**src/rtl/riscv_pkg.sv**
```systemverilog
// Shared fetch-stage types and RISC-V instruction constants.
package riscv_pkg;

  typedef enum logic [1:0] {
    ST_IDLE,
    ST_RUN,
    ST_HALT,
    ST_ERROR
  } fetch_state_e;

  typedef enum logic [1:0] {
    PC_HOLD,
    PC_INC,
    PC_LOAD,
    PC_RESET
  } pc_op_e;

  localparam logic [31:0] INSTR_EBREAK = 32'h0010_0073;
  localparam logic [31:0] INSTR_NOP    = 32'h0000_0013;

  function automatic logic is_word_aligned(input logic [1:0] addr_lsbs);
    return addr_lsbs == 2'b00;
  endfunction

endpackage

```
**src/rtl/fetch_pc_reg.sv**
```systemverilog
// Program counter register with hold, +4 increment, target load and vector reload.
module fetch_pc_reg
  import riscv_pkg::*;
#(
  parameter logic [31:0] RESET_VECTOR = 32'h0000_0000
) (
  input  logic        clk,
  input  logic        reset_n,
  input  pc_op_e      op,
  input  logic [31:0] load_pc,
  output logic [31:0] pc
);

  // NOTE: sequential state uses non-blocking assignments so every register
  // samples pre-edge values regardless of process evaluation order.
  always_ff @(posedge clk or negedge reset_n) begin
    if (!reset_n) begin
      pc <= RESET_VECTOR;
    end else begin
      case (op)
        PC_INC:   pc <= pc + 32'd4;
        PC_LOAD:  pc <= load_pc;
        PC_RESET: pc <= RESET_VECTOR;
        default:  pc <= pc;
      endcase
    end
  end

endmodule

```
**src/rtl/fetch_controller.sv**
```systemverilog
// Instruction fetch stage: IDLE/RUN/HALT/ERROR sequencer, IF/ID register and
// issue counter; instruction memory sits outside on imem_addr/imem_instr.
module fetch_controller
  import riscv_pkg::*;
#(
  parameter logic [31:0] RESET_VECTOR  = 32'h0000_0000,
  parameter int          WORD_QUANTITY = 256,
  parameter int          BIT_SIZE      = 8
) (
  input  logic        clk,
  input  logic        reset_n,
  input  logic        start,
  input  logic        stall,
  input  logic        redirect_valid,
  input  logic [31:0] redirect_pc,
  output logic [31:0] imem_addr,
  input  logic [31:0] imem_instr,
  output logic        if_valid,
  output logic [31:0] if_pc,
  output logic [31:0] if_instr,
  output logic        halted,
  output logic        fetch_err,
  output logic [31:0] fetch_count
);

  // The memory aliases on addr[BIT_SIZE+1:2]; the two sizing parameters must agree.
  if (BIT_SIZE != $clog2(WORD_QUANTITY)) begin : g_size_check
    $error("fetch_controller: BIT_SIZE must equal log2(WORD_QUANTITY)");
  end

  fetch_state_e state, state_next;
  pc_op_e       pc_op;
  logic [31:0]  pc;
  logic         issue;
  logic         bubble;
  logic         set_halt;
  logic         set_err;

  fetch_pc_reg #(
    .RESET_VECTOR(RESET_VECTOR)
  ) u_pc_reg (
    .clk    (clk),
    .reset_n(reset_n),
    .op     (pc_op),
    .load_pc(redirect_pc),
    .pc     (pc)
  );

  assign imem_addr = pc;

  always_ff @(posedge clk or negedge reset_n) begin
    if (!reset_n) state <= ST_IDLE;
    else          state <= state_next;
  end

  // NOTE: every output of this block gets a default first, so no path can
  // leave a signal unassigned and infer a latch.
  always_comb begin
    state_next = state;
    pc_op      = PC_HOLD;
    issue      = 1'b0;
    bubble     = 1'b0;
    set_halt   = 1'b0;
    set_err    = 1'b0;
    case (state)
      ST_IDLE: begin
        pc_op = PC_RESET;
        if (start) state_next = ST_RUN;
      end
      ST_RUN: begin
        // Redirect outranks both stall and EBREAK detection.
        if (redirect_valid) begin
          bubble = 1'b1;
          if (is_word_aligned(redirect_pc[1:0])) begin
            pc_op = PC_LOAD;
          end else begin
            set_err    = 1'b1;
            state_next = ST_ERROR;
          end
        end else if (!stall) begin
          issue = 1'b1;
          pc_op = PC_INC;
          if (imem_instr == INSTR_EBREAK) begin
            set_halt   = 1'b1;
            state_next = ST_HALT;
          end
        end
      end
      ST_HALT: begin
        if (!stall) bubble = 1'b1;
      end
      default: ;
    endcase
  end

  always_ff @(posedge clk or negedge reset_n) begin
    if (!reset_n) begin
      if_valid    <= 1'b0;
      if_pc       <= 32'h0000_0000;
      if_instr    <= INSTR_NOP;
      halted      <= 1'b0;
      fetch_err   <= 1'b0;
      fetch_count <= 32'h0000_0000;
    end else begin
      if (issue) begin
        if_valid <= 1'b1;
        if_pc    <= pc;
        if_instr <= imem_instr;
        if (fetch_count != 32'hFFFF_FFFF) fetch_count <= fetch_count + 32'd1;
      end else if (bubble) begin
        if_valid <= 1'b0;
      end
      if (set_halt) halted    <= 1'b1;
      if (set_err)  fetch_err <= 1'b1;
    end
  end

endmodule

```
**config.mk**
```make
export PLATFORM = sky130hd
export DESIGN_NAME = fetch_controller
export DESIGN_NICKNAME = d
export VERILOG_FILES = /design/src/rtl/riscv_pkg.sv /design/src/rtl/fetch_pc_reg.sv /design/src/rtl/fetch_controller.sv
export SDC_FILE = /design/constraint.sdc
export NUM_CORES = 1
export LEC_CHECK = 0
export ABC_AREA = 1
export ABC_CLOCK_PERIOD_IN_PS = 1850
export BUFFER_PORTS_ARGS = -buffer_cell sky130_fd_sc_hd__buf_2
export CORE_ASPECT_RATIO = 1.1
export CORE_MARGIN = 2
export CORE_UTILIZATION = 54
export CTS_BUF_LIST = sky130_fd_sc_hd__clkbuf_8
export DETAILED_ROUTE_END_ITERATION = 12
export MAX_ROUTING_LAYER = met4
export PLACE_DENSITY = 0.79
export SETUP_SLACK_MARGIN = 0.5
export SLEW_MARGIN = 20
export SYNTH_ARGS = -nofsm -noshare
export SYNTH_HDL_FRONTEND = slang
export SYNTH_SLANG_ARGS = --single-unit
```
**constraint.sdc**
```tcl
create_clock -name clk -period 1.85 [get_ports clk]
set_clock_uncertainty 0.1 [all_clocks]
set_input_delay 0.37 -clock clk [delete_from_list [all_inputs] [get_ports clk]]
set_output_delay 0.37 -clock clk [all_outputs]
set_load 0.02 [all_outputs]
```
==> results of run 1 <==
-- placed cells by master, fill, tap and decap left out, types with 6 or more instances in the layout --
| master | synthesis | layout |
|---|---|---|
| nand2_1 | 395 | 367 |
| inv_1 | 88 | 84 |
| a22oi_1 | 6 | 6 |
| xor2_1 | 11 | 8 |
| clkbuf_16 | 0 | 9 |
| a21oi_2 | 0 | 14 |
| buf_12 | 0 | 13 |
| a21oi_1 | 21 | 7 |
| nor2_1 | 107 | 79 |
| nand3_1 | 40 | 36 |
| nor2_4 | 3 | 14 |
| nand2_4 | 1 | 15 |
| nor2_2 | 5 | 22 |
| xnor2_1 | 7 | 7 |
| nand3b_1 | 10 | 10 |
| buf_6 | 1 | 21 |
| buf_4 | 0 | 65 |
| o21ai_0 | 91 | 39 |
| dfrtp_2 | 0 | 24 |
| dfrtp_1 | 130 | 106 |
| buf_2 | 13 | 190 |
| o21ai_1 | 6 | 53 |
| nand2_2 | 8 | 20 |
| clkbuf_8 | 0 | 18 |
-- sequential cells by signal, indices dropped and copies added (netlist names) --
| signal | cells |
|---|---|
| halted | 1 |
| if_valid | 1 |
| state | 2 |
| fetch_count | 32 |
| u_pc_reg.pc | 32 |
| if_pc | 32 |
| if_instr | 32 |
| fetch_err | 1 |
-- worst paths after layout --
path	from	to	slack (ps)	depth (start not counted)
min reg2reg	if_instr[1]	if_instr[1]	370	2
max	fetch_count[15]	fetch_count[20]	60	10
max in group asynchronous	reset_n	fetch_count[26]	690	3
min	imem_instr[14]	if_instr[14]	30	3
max reg2reg	fetch_count[15]	fetch_count[20]	60	10
min in group asynchronous	reset_n	if_instr[10]	310	2
-- through the flow --
stage	area [µm²]	setup TNS [ps]	total power, mW
after global placement	8700	0	11.4
final	10500	0	16.8
after global routing	10500	-884	17.7
after CTS	9680	0	15.0
after detailed placement	8700	-49.3	11.6
after floorplan	7390	0	9.30
-- power by group through the flow --
stage | combinational [mW] | clock (mW) | sequential [mW]
global route | 9.50 | 2.97 | 5.22
global placement | 6.38 | 0 | 5.05
finish | 8.89 | 2.83 | 5.10
detailed placement | 6.52 | 0 | 5.08
CTS | 7.11 | 2.85 | 5.03
floorplan | 3.06 | 0 | 6.24
-- cell type report --
cell class | instances | area, µm² | area share
Clock inverter | 14 | 209 | 0.0199
Multi-Input combinational cell | 739 | 3800 | 0.362
Tap cell | 161 | 201 | 0.0192
Inverter | 92 | 375 | 0.0358
Antenna cell | 1 | 2.50 | 0.000239
Clock buffer | 18 | 248 | 0.0236
Timing Repair inverter | 1 | 8.76 | 0.000835
Sequential cell | 133 | 3360 | 0.320
Timing Repair Buffer | 305 | 2290 | 0.218
-- worst register-to-register path, stage by stage, from the launching register on --
cell       delay, ps
dfrtp_2          430
nand2_4           90
nor3_4           250
nand2_2          130
nor2_4           160
nand2_4           90
nand2_8          110
buf_6            140
clkbuf_16        140
nand2_1           50
nand2_1           50
-- cell families (layout without fill, tap and decap cells) --
logic type	Yosys count	after routing	synth area share
and+or+nand+nor	588	588	0.337
xor gates and xnor gates	18	18	0.0221
adders and majority gates	5	5	0.00878
other	0	1	0
AOI/OAI and AO/OA	128	128	0.0935
DFF	133	133	0.468
buffers and inverters	121	430	0.0703
-- timing repair --
item,CTS,global route
hold endpoints to repair,38,0
endpoints found under the setup margin,261,262
pin swaps,15,46
setup buffers,29,23
hold buffers,1,0
gates cloned,2,11
gates resized for setup,77,139
-- metal layers --
metal	global-route usage	vias to the layer above	routed length, µm
li1	-	3718	-
met1	0.387	3795	9300
met2	0.547	510	12700
met3	0.0652	112	2060
met4	0.152	0	1250
met5	-	-	0
==> reports/metrics.yaml, run 1 <==
status: "completed"
power_density_mw_per_mm2: 1600
cp-start-kind: "flip-flop"
antenna_found_initial: 1
worst_pin_slew_ps: 433
leakagePower_nw: 5.41
cts_made_buffers: 17
crit_family: "simple AND/OR/NAND/NOR gates"
yosysSeqAreaShare: 0.468
peakVddDrop_uv: 1200
criticalPathCategory: "reg2reg"
row_count: 44
syn_nets: 1067
pre_cts_slack_ps: -33.4
timing.fmax_ghz: 0.559
synth_most_common_cell: "nand2_1"
setup_ws_ps: 60.3
yosys_most_used_dff: "dfrtp_1"
cts_tree: "done"
cpPeakStageDelay_ps: 430
grt.total_usage: 0.330
cpMaxStageDelayCell: "dfrtp_2"
hold_path_class: "in2reg"
die_w_um: 113
gp_congestion: 0.944
end_kind: "flip-flop"
swShare: 0.454
yosysTopAreaCellShare: 0.457
yosys-top-cells-area: "dfrtp_1 (46%), nand2_1 (21%), o21ai_0 (6.4%), nor2_1 (5.6%), inv_1 (4.6%)"
synth_top_area_cell: "dfrtp_1"
rsz0062_at_grt: "true"
io_pins: 200
routedWlPerCell_um: 17.3
yosysWarningCount: 0
period_needed_ps: 1790
hold_viol: 0
io_buffers: 199
drive_above_1_share: 0.371
syn_area_per_cell_um2: 7.17
worstPathRequired_ps: 2140
grt_pass1_wl_um: 35900
wirelength_um: 25300
layout.cells.non_filler: 1464
start_util: 0.546
grt_start_max_net_pins: 45
final_nets: 1363
finish.utilization: 0.804
p_clk_frac: 0.168
cp.arrival_ps: 2080
coreArea_mm2: 0.0130
htreeDepth: 4
synth_seq_cells: 133
grt_pass1_vias: 7555
cp_cell_sequence: "nand2_4, nor3_4, nand2_2, nor2_4, nand2_4, nand2_8, buf_6, clkbuf_16, nand2_1, nand2_1"
vias: 8135
die_h_um: 124
cp_max_fo: 5
cts_buffer_depth: 2
cts.sinks: 133
whs_ps: 25.3
async_flop_share: 1.00
synth_cell_type_count: 30
dpl.hpwl_um: 15700
slew-limit-headroom: 0.711
setup_viol: 0
detail-route-antenna-nets: 0
netlist_top_cells_count: "nand2_1 (395), dfrtp_1 (130), nor2_1 (107), o21ai_0 (91), inv_1 (88)"
syn_inst: 993
clk_pin_slew_ps: 80
dr.first_iter.drc_count: 760
period_share: 0.967
dp_cells: 1365
combPwrFrac: 0.529
cts_root_buf: "clkbuf_8"
p_seq_frac: 0.303
synth_edf_count: 0
die-area_mm2: 0.0141
dr.pass1.iters: 6
p_sw_mw: 7.63
max_cap_violations: 0
fillers: 852
synthesis.area_mm2: 0.00712
gr-total-overflow: 0
clk_latency_ps: 460
maxSlewViolCount: 0
viasPerCell: 5.56
p_int_mw: 9.18
crit_buf_inv: 2
syn_to_final_growth_pct: 47.3
drc: 0
(Power assumes the default switching activity.)
==> run 2: changes to the inputs <==
Settings changed: CORE_MARGIN 2 to 4, REMOVE_ABC_BUFFERS set to 1, SETUP_SLACK_MARGIN 0.5 to unset.
==> run 2 against run 1 <==
  * Fmax is 2.6% higher
  * Register-to-register slack better by 50 ps
  * Final cell count decreased by 4.0%
  * Sequential share of layout area increased by 4.6 points
  * Power fell by 17%
  * Worst hold slack barely moved
==> reports/metrics.yaml, run 2 (synthesis gave the netlist of run 1 again) <==
status: "completed"
grt_pass1_wl_um: 34200
hold_start: "imem_instr[0]"
vias: 7299
worst_pin_slew_ps: 385
final_nets: 1310
finish.utilization: 0.716
grt_start_max_net_pins: 70
power_density_mw_per_mm2: 1540
cp_max_fo: 8
rsz0062_at_grt: "true"
dp_cells: 1369
dr.pass1.iters: 5
layout_commonest_cell: "nand2_1"
layout.cells.non_filler: 1406
setup_ws_ps: 106
final_cell_mix: "nand2_1 (393), buf_2 (198), dfrtp_1 (121)"
finalInstanceArea_mm2: 0.00913
pre_cts_slack_ps: -66.1
period_share: 0.943
cp-start-kind: "flip-flop"
cts_buffer_depth: 2
diodes: 0
timing.fmax_ghz: 0.573
hold_viol: 0
wirelength_um: 20700
dpl-instance-area_mm2: 0.00861
cts_root_buf: "clkbuf_8"
die-area_mm2: 0.0151
p_sw_mw: 6.45
reg2reg_from: "state[0]"
swShare: 0.460
cp.arrival_ps: 2040
detail-route-antenna-nets: 0
tns_ps: 0
clk_pin_slew_ps: 80
cts_made_buffers: 17
worstPathRequired_ps: 2140
end_kind: "flip-flop"
p_clk_frac: 0.176
die_w_um: 117
p_seq_frac: 0.353
max_cap_violations: 0
clk_latency_ps: 460
hold_path_class: "in2reg"
leakagePower_nw: 4.85
whs_ps: 25.2
coreArea_mm2: 0.0128
r2r_cells: 10
cts.sinks: 133
gp_congestion: 0.956
total_power_mw: 14.0
min_to: "if_instr[0]"
syn_to_final_growth_pct: 28.2
dr.first_iter.drc_count: 524
criticalPathCategory: "reg2reg"
p_int_mw: 7.57
io_buffers: 199
die_h_um: 128
r2r-end: "u_pc_reg.pc[19]"
maxSlewViolCount: 0
grt_pass1_vias: 7160
peakVddDrop_uv: 1280
reg2reg_slack_ps: 110
row_count: 43
grt.total_usage: 0.291
hold_depth: 3
dpl.hpwl_um: 15900
combPwrFrac: 0.470
period_needed_ps: 1740
htreeDepth: 4
viasPerCell: 5.19
gr-total-overflow: 0
io_pins: 200
antenna_found_initial: 0
start_util: 0.559
cts_tree: "done"
drc: 0
slew-limit-headroom: 0.742
setup_viol: 0
drive_above_1_share: 0.267
routedWlPerCell_um: 14.7
-- run 2: cell count changes in the layout (fill, tap and decap cells not counted), sizes merged --
| cell | before | now |
|---|---|---|
| clkbuf | 27 | 18 |
| bufinv | 5 | 2 |
| clkinv | 5 | 7 |
| buf | 295 | 252 |
| diode | 1 | 0 |
| inv | 95 | 96 |
| clkinvlp | 2 | 1 |
-- run 2: critical path, stage by stage, from the launching register on --
cell,delay [ps]
dfrtp_1,430
inv_1,100
ha_1,260
inv_1,110
nand2_2,70
inv_2,120
buf_4,180
nand2_1,60
o21ai_1,140
nand2_1,70
nand2_1,60
-- run 2: worst max path at each step --
stage | start | to | depth (start not counted)
finish | state[0] | u_pc_reg.pc[19] | 10
global route | state[0] | u_pc_reg.pc[21] | 8
CTS | state[1] | u_pc_reg.pc[2] | 10
detailed placement | state[1] | u_pc_reg.pc[7] | 8
global placement | u_pc_reg.pc[3] | u_pc_reg.pc[20] | 10
floorplan | state[1] | u_pc_reg.pc[10] | 8
-- run 2: metal layers --
metal / vias to the layer above / track usage / part of all wire
met5: - / - / 0
met4: 0 / 0.145 / 0.032
met3: 57 / 0.0571 / 0.064
met2: 278 / 0.492 / 0.51
met1: 3355 / 0.335 / 0.40
li1: 3609 / - / -
-- run 2: layout make-up --
cell class	instances	area, µm²
fillers	1130	3620
multi-input cells	739	3350
flip-flops and latches	133	3340
repair buffers	253	1490
inverters	92	348
clock buffers	18	248
well taps	157	196
clock inverters	14	149
-- run 2: power by group through the flow --
stage                     registers (mW)  logic (mW)  clock network [mW]
after floorplan                     6.17        2.61                   0
after global placement              4.94        6.34                   0
after detailed placement            4.98        6.50                   0
after CTS                           4.94        6.53                2.51
after global routing                5.12        7.36                2.65
final                               4.95        6.59                2.47
-- run 2: what timing repair did --
action                     CTS  global route
hold buffers                 1             0
setup buffers                2             3
gates resized for setup      3            27
setup endpoints to repair   51            93
pin swaps                    1             2
hold endpoints to repair    32             0
